$ cat src/rtl/rv_core_pkg.sv
// Shared definitions for the RV32 core front end.
//   XLEN           : address/data width
//   NOP_INSTR      : addi x0,x0,0, used as filler for faulting fetches
//   ifetch_state_t : fetch FSM state encoding
//   ifetch_entry_t : one instruction-queue entry {instr, pc, err}
package rv_core_pkg;

   localparam int XLEN = 32;

   localparam logic [31:0] NOP_INSTR = 32'h0000_0013;

   typedef enum logic [1:0] {
      IDLE    = 2'd0,
      REQ     = 2'd1,
      WAIT    = 2'd2,
      DISCARD = 2'd3
   } ifetch_state_t;

   typedef struct packed {
      logic [31:0]     instr;
      logic [XLEN-1:0] pc;
      logic            err;
   } ifetch_entry_t;

   function automatic logic is_misaligned(input logic [XLEN-1:0] pc);
      return pc[1:0] != 2'b00;
   endfunction

endpackage

$ cat src/rtl/ifetch_queue.sv
// Small circular instruction queue between fetch and decode.
//   clk, rst_n  : clock, async active-low reset
//   push        : write push_entry at the tail
//   push_entry  : entry to write
//   pop         : consume the head (ignored when empty)
//   flush       : empty the queue; overrides push and pop in the same cycle
//   count       : number of valid entries
//   head        : entry at the head, read straight from storage
// DEPTH is expected to be a power of two so the pointers wrap naturally.
module ifetch_queue
   import rv_core_pkg::*;
#(
   parameter int DEPTH = 2,
   parameter int CNT_W = $clog2(DEPTH + 1)
) (
   input  logic              clk,
   input  logic              rst_n,
   input  logic              push,
   input  ifetch_entry_t     push_entry,
   input  logic              pop,
   input  logic              flush,
   output logic [CNT_W-1:0]  count,
   output ifetch_entry_t     head
);

   localparam int PTR_W = (DEPTH > 1) ? $clog2(DEPTH) : 1;

   ifetch_entry_t     mem_q [DEPTH];
   logic [PTR_W-1:0]  rd_ptr_q;
   logic [PTR_W-1:0]  wr_ptr_q;
   logic [CNT_W-1:0]  count_q;
   logic              do_push;
   logic              do_pop;

   assign do_push = push && !flush;
   assign do_pop  = pop && (count_q != '0) && !flush;

   always_ff @(posedge clk or negedge rst_n) begin
      if (!rst_n) begin
         rd_ptr_q <= '0;
         wr_ptr_q <= '0;
         count_q  <= '0;
         for (int i = 0; i < DEPTH; i++) begin
            mem_q[i] <= '0;
         end
      end else if (flush) begin
         rd_ptr_q <= '0;
         wr_ptr_q <= '0;
         count_q  <= '0;
      end else begin
         if (do_push) begin
            mem_q[wr_ptr_q] <= push_entry;
            wr_ptr_q        <= wr_ptr_q + PTR_W'(1);
         end
         if (do_pop) begin
            rd_ptr_q <= rd_ptr_q + PTR_W'(1);
         end
         if (do_push && !do_pop) begin
            count_q <= count_q + CNT_W'(1);
         end else if (!do_push && do_pop) begin
            count_q <= count_q - CNT_W'(1);
         end
      end
   end

   assign count = count_q;
   assign head  = mem_q[rd_ptr_q];

endmodule

$ cat src/rtl/ifetch_unit.sv
// Instruction-fetch stage: samples the PC, fetches one word at a time over a
// req/gnt/rvalid port and queues the results for decode.
//   clk, rst_n          : clock, async active-low reset
//   pc_i                : current PC from the PC stage
//   redirect_i          : control-flow change; flushes queue and in-flight fetch
//   pc_advance_o        : one-cycle pulse telling the PC stage to step
//   imem_req_o/addr_o   : memory request and its byte address
//   imem_gnt_i          : request accepted (may coincide with req)
//   imem_rvalid_i/rdata_i : response
//   instr_valid_o/instr_o/instr_pc_o/instr_err_o : queue head to decode
//   instr_ready_i       : decode consumes the head
//
// state   | meaning
// --------+--------------------------------------------------------------
// IDLE    | nothing outstanding; decide whether to fetch or fault the PC
// REQ     | request driven, waiting for gnt
// WAIT    | request granted, waiting for rvalid
// DISCARD | granted request was flushed; drop its rvalid when it arrives
module ifetch_unit
   import rv_core_pkg::*;
#(
   parameter int DEPTH = 2,
   parameter int CNT_W = $clog2(DEPTH + 1)
) (
   input  logic             clk,
   input  logic             rst_n,
   input  logic [XLEN-1:0]  pc_i,
   input  logic             redirect_i,
   output logic             pc_advance_o,
   output logic             imem_req_o,
   output logic [XLEN-1:0]  imem_addr_o,
   input  logic             imem_gnt_i,
   input  logic             imem_rvalid_i,
   input  logic [31:0]      imem_rdata_i,
   output logic             instr_valid_o,
   output logic [31:0]      instr_o,
   output logic [XLEN-1:0]  instr_pc_o,
   output logic             instr_err_o,
   input  logic             instr_ready_i
);

   ifetch_state_t     state_q;
   ifetch_state_t     state_d;
   logic [XLEN-1:0]   fetch_pc_q;
   logic [XLEN-1:0]   fetch_pc_d;
   logic              adv_q;
   logic [CNT_W-1:0]  count;
   ifetch_entry_t     head;
   ifetch_entry_t     push_entry;
   logic              push;
   logic              pop;
   logic              room_idle;
   logic              room_after_rsp;

   assign pop       = instr_ready_i && instr_valid_o;
   assign room_idle = count < CNT_W'(DEPTH);
   // A response is being pushed this cycle, so re-issuing straight from WAIT
   // needs space for one more entry beyond it.
   assign room_after_rsp = pop || (count < CNT_W'(DEPTH - 1));

   always_comb begin
      state_d      = state_q;
      fetch_pc_d   = fetch_pc_q;
      push         = 1'b0;
      push_entry   = '0;
      pc_advance_o = 1'b0;
      unique case (state_q)
         IDLE: begin
            if (!redirect_i && room_idle) begin
               if (is_misaligned(pc_i)) begin
                  // adv_q keeps back-to-back misaligned PCs from pulsing
                  // pc_advance_o on consecutive cycles.
                  if (!adv_q) begin
                     push         = 1'b1;
                     push_entry   = '{instr: NOP_INSTR, pc: pc_i, err: 1'b1};
                     pc_advance_o = 1'b1;
                  end
               end else begin
                  fetch_pc_d = pc_i;
                  state_d    = REQ;
               end
            end
         end
         REQ: begin
            if (imem_gnt_i) begin
               if (redirect_i) begin
                  state_d = DISCARD;
               end else begin
                  state_d      = WAIT;
                  pc_advance_o = 1'b1;
               end
            end else if (redirect_i) begin
               state_d = IDLE;
            end
         end
         WAIT: begin
            if (redirect_i) begin
               state_d = imem_rvalid_i ? IDLE : DISCARD;
            end else if (imem_rvalid_i) begin
               push       = 1'b1;
               push_entry = '{instr: imem_rdata_i, pc: fetch_pc_q, err: 1'b0};
               // Misaligned PCs are only handled from IDLE.
               if (room_after_rsp && !is_misaligned(pc_i)) begin
                  fetch_pc_d = pc_i;
                  state_d    = REQ;
               end else begin
                  state_d = IDLE;
               end
            end
         end
         DISCARD: begin
            if (imem_rvalid_i) begin
               state_d = IDLE;
            end
         end
         default: state_d = IDLE;
      endcase
   end

   always_ff @(posedge clk or negedge rst_n) begin
      if (!rst_n) begin
         state_q    <= IDLE;
         fetch_pc_q <= '0;
         adv_q      <= 1'b0;
      end else begin
         state_q    <= state_d;
         fetch_pc_q <= fetch_pc_d;
         adv_q      <= pc_advance_o;
      end
   end

   ifetch_queue #(
      .DEPTH (DEPTH),
      .CNT_W (CNT_W)
   ) u_queue (
      .clk        (clk),
      .rst_n      (rst_n),
      .push       (push),
      .push_entry (push_entry),
      .pop        (pop),
      .flush      (redirect_i),
      .count      (count),
      .head       (head)
   );

   assign imem_req_o    = (state_q == REQ);
   assign imem_addr_o   = fetch_pc_q;
   assign instr_valid_o = (count != '0);
   assign instr_o       = head.instr;
   assign instr_pc_o    = head.pc;
   assign instr_err_o   = head.err;

endmodule

$ cat config.mk
export PLATFORM = sky130hd
export DESIGN_NAME = ifetch_unit
export DESIGN_NICKNAME = d
export VERILOG_FILES = /design/src/rtl/rv_core_pkg.sv /design/src/rtl/ifetch_queue.sv /design/src/rtl/ifetch_unit.sv
export SDC_FILE = /design/constraint.sdc
export NUM_CORES = 1
export LEC_CHECK = 0
export BUFFER_PORTS_ARGS = -buffer_cell sky130_fd_sc_hd__buf_2
export CAP_MARGIN = 20
export CORE_ASPECT_RATIO = 0.6
export CORE_UTILIZATION = 35
export DETAILED_ROUTE_END_ITERATION = 10
export PLACE_DENSITY = 0.63
export RECOVER_POWER = 100
export SYNTH_ARGS = -nofsm -noshare
export SYNTH_HDL_FRONTEND = slang
export SYNTH_SLANG_ARGS = --single-unit
$ cat constraint.sdc
create_clock -name clk -period 2.15 [get_ports clk]
set_clock_uncertainty 0.2 [all_clocks]
set_input_delay 0.215 -clock clk [delete_from_list [all_inputs] [get_ports clk]]
set_output_delay 0.215 -clock clk [all_outputs]
set_load 0.005 [all_outputs]
==> flow_summary.yaml <==
critical_path:
  worstSetupStartpoint: "state_q[0]"
  cp_max_fo: 2
  crit_arrival_ps: 1810
  cp_slowest_stage_delay_ps: 520
  critPathLaunchType: "flop"
  cp_slowest_cell: "or4_4"
  end_kind: "output port"
  worstSetupPathType: "flop to output port"
  crit_chain: "or4_4, or2_4, o21ai_4, buf_2"
  endpoint: "pc_advance_o"
  ff2ff_setup_slack_ps: -50
  regToRegStartpoint: "state_q[0]"
  r2r_end: "u_queue.mem_q[37]"
  worstRegToRegCells: 6
  required_ps: 1740
detailed_routing:
  dr.pass1.iters: 4
  drt_wl_total_um: 21900
  ant_nets: 0
  wl_per_cell_um: 19.9
  drtIter0Drc: 323
  via_per_inst: 5.16
  vias: 5690
  drc: 0
timing:
  setup_slack_ps: -74.1
  slew_viol_final: 0
  period_minus_slack_ps: 2220
  setup_violations: 37
  hold_viol_final: 0
  setup_tns_ps: -757
  hold-worst-slack_ps: 38.9
  fmax_mhz: 450
  slew-limit-headroom_pct: 2.40
  rsz0062_at_grt: "true"
  period_share_pct: 103
  tightest_slew_ps: 1460
logic_synthesis:
  synth-seq-cells: 169
  async_flop_share_pct: 100
  synth_enable_flop_cells: 0
  syn_area_um2: 7490
  synth-seq-area-share_pct: 56.4
  syn_area_per_cell_um2: 13.3
  ys_types: 35
  dominantRegCellSynth: "dfrtp_1"
  ys_warn_count: 0
  syn_inst: 563
  synth_nets: 634
grt:
  grt_overflow: 0
  antenna_found_initial: 0
  grt_use_total_pct: 19.4
  grt_first_pass_wirelength_um: 32400
  grt_max_degree: 56
  first_global_vias: 5815
placement:
  placedInstanceArea_um2: 8840
  gp_congestion: 0.784
  portBuffers: 169
  dpl.cell_count: 991
  dp_hpwl_um: 12800
  pre_cts_ws_ps: 28.0
clock_network:
  cts_root_buf: "clkbuf_16"
  clk_latency_ps: 430
  cts_buffers: 17
  htreeDepth: 4
  clock_sinks: 169
  clkTransAtPathRegs_ps: 60
  cts_tree: "done"
  cts_buffer_depth: 2
die:
  die_h_um: 115
  core-area_um2: 21000
  rows: 41
  initial_utilization_pct: 35.7
  die_w_um: 191
  pin_count: 170
  die-area_um2: 22000
power_and_ir_drop:
  ir_drop_v: 0.000832
  p_leak_nw: 4.95
  power_density_nw_per_um2: 1370
finish:
  layout_commonest_cell: "dfrtp_1"
  instances_no_fill: 1103
  fill_cells: 1900
  final_cell_mix: "dfrtp_1 (166), buf_2 (111), mux2_2 (69)"
  fin_area_um2: 10400
  diodes: 0
  drive_above_1_share_pct: 36.5
  syn_to_final_growth_pct: 38.3
  nNetsFinal: 882
run_status:
  violations: "setup timing"
  status: "finished with violations"
min_path:
  hold_class: "input port to flop"
flow_run:
  max_cap_violations: 0
kinds of logic (layout without fill, tap and decap cells):
| group | count (synthesis) | in the layout | synth area share [%] |
|---|---|---|---|
| AND/OR/NAND/NOR | 57 | 57 | 5.09 |
| XOR/XNOR | 3 | 3 | 0.351 |
| adder cells (fa/ha/maj) | 1 | 1 | 0.167 |
| multiplexers | 106 | 106 | 15.9 |
| buffers and inverters | 58 | 319 | 3.51 |
| flip-flops | 169 | 169 | 56.4 |
| AO/OA/AOI/OAI | 169 | 169 | 18.5 |
Yosys cell counts, types with 2 or more instances:
master / number / share of area, %
a21o_1: 31 / 3.1
a21oi_1: 5 / 0.33
a221oi_1: 2 / 0.23
a22o_1: 33 / 3.9
a22oi_1: 30 / 3.0
buf_2: 15 / 1.0
buf_6: 3 / 0.45
clkbuf_1: 33 / 1.7
dfrtp_1: 169 / 56
inv_1: 6 / 0.30
mux2_1: 8 / 1.2
mux2_2: 98 / 15
nand2b_1: 2 / 0.17
nand2b_2: 2 / 0.23
nand3_1: 2 / 0.13
nor2_1: 8 / 0.40
nor2b_1: 5 / 0.42
nor3_1: 3 / 0.20
nor3b_1: 30 / 3.0
o21ai_0: 2 / 0.13
o2bb2ai_1: 61 / 7.1
xor2_1: 2 / 0.23
report_power, final:
group | switching, mW | internal (mW)
Sequential | 0.843 | 4.59
Clock | 1.30 | 1.98
Combinational | 2.45 | 3.01
Total | 4.60 | 9.58
critical path, delay by kind of cell (launching register included):
family          cells  cell delay (ps)
simple gates        2              810
flops               1              380
buf+inv             1              130
compound gates      1               70
what timing repair did:
item / CTS / global route
hold buffers: 64 / 1
pin swaps: 2 / 6
gates cloned: 0 / 6
setup endpoints to repair: 1 / 134
resized for setup: 5 / 41
endpoints found under the hold margin: 218 / 1
buffers inserted: 4 / 6
per-stage QoR:
stage	utilization, %	total power, mW
global route	49.4	15.1
finish	49.4	14.2
floorplan	-	8.32
CTS	48.4	14.0
global placement	42.1	10.4
detailed placement	42.1	10.5
final cells by class:
cell class              count  area [um^2]  share of cell area (%)
clock buffers              21          450                    4.35
multi-input cells         336         3160                    30.5
flip-flops and latches    169         4230                    40.9
inverters                   6         22.5                   0.217
well taps                 279          349                    3.37
clock inverters            11          171                    1.65
repair buffers            281         1980                    19.1
worst min path at each step:
| stage | end | cells past startpoint | startpoint | slack (ps) |
|---|---|---|---|---|
| after floorplan | adv_q | 0 | rst_n | -280 |
| after global placement | u_queue.mem_q[62] | 1 | rst_n | 20 |
| after detailed placement | u_queue.mem_q[62] | 1 | rst_n | 30 |
| after CTS | state_q[0] | 3 | instr_ready_i | 7 |
| after global routing | state_q[0] | 3 | imem_rvalid_i | 70 |
| final | u_queue.mem_q[98] | 4 | imem_rdata_i[0] | 40 |
registers in the layout, indices dropped and copies added (netlist names):
| register | cells |
|---|---|
| imem_addr_o | 32 |
| adv_q | 1 |
| u_queue.wr_ptr_q | 1 |
| u_queue.rd_ptr_q | 1 |
| state_q | 2 |
| u_queue.count | 2 |
| u_queue.mem_q | 130 |
per-layer routing:
| metal | track usage [%] | vias up | part of all wire, % |
|---|---|---|---|
| li1 | - | 2619 | - |
| met1 | 27.2 | 2894 | 51 |
| met2 | 28.8 | 162 | 43 |
| met3 | 5.95 | 15 | 5.9 |
| met4 | 5.07 | 0 | 0.95 |
| met5 | 0 | - | 0 |
(Power assumes the default switching activity.)
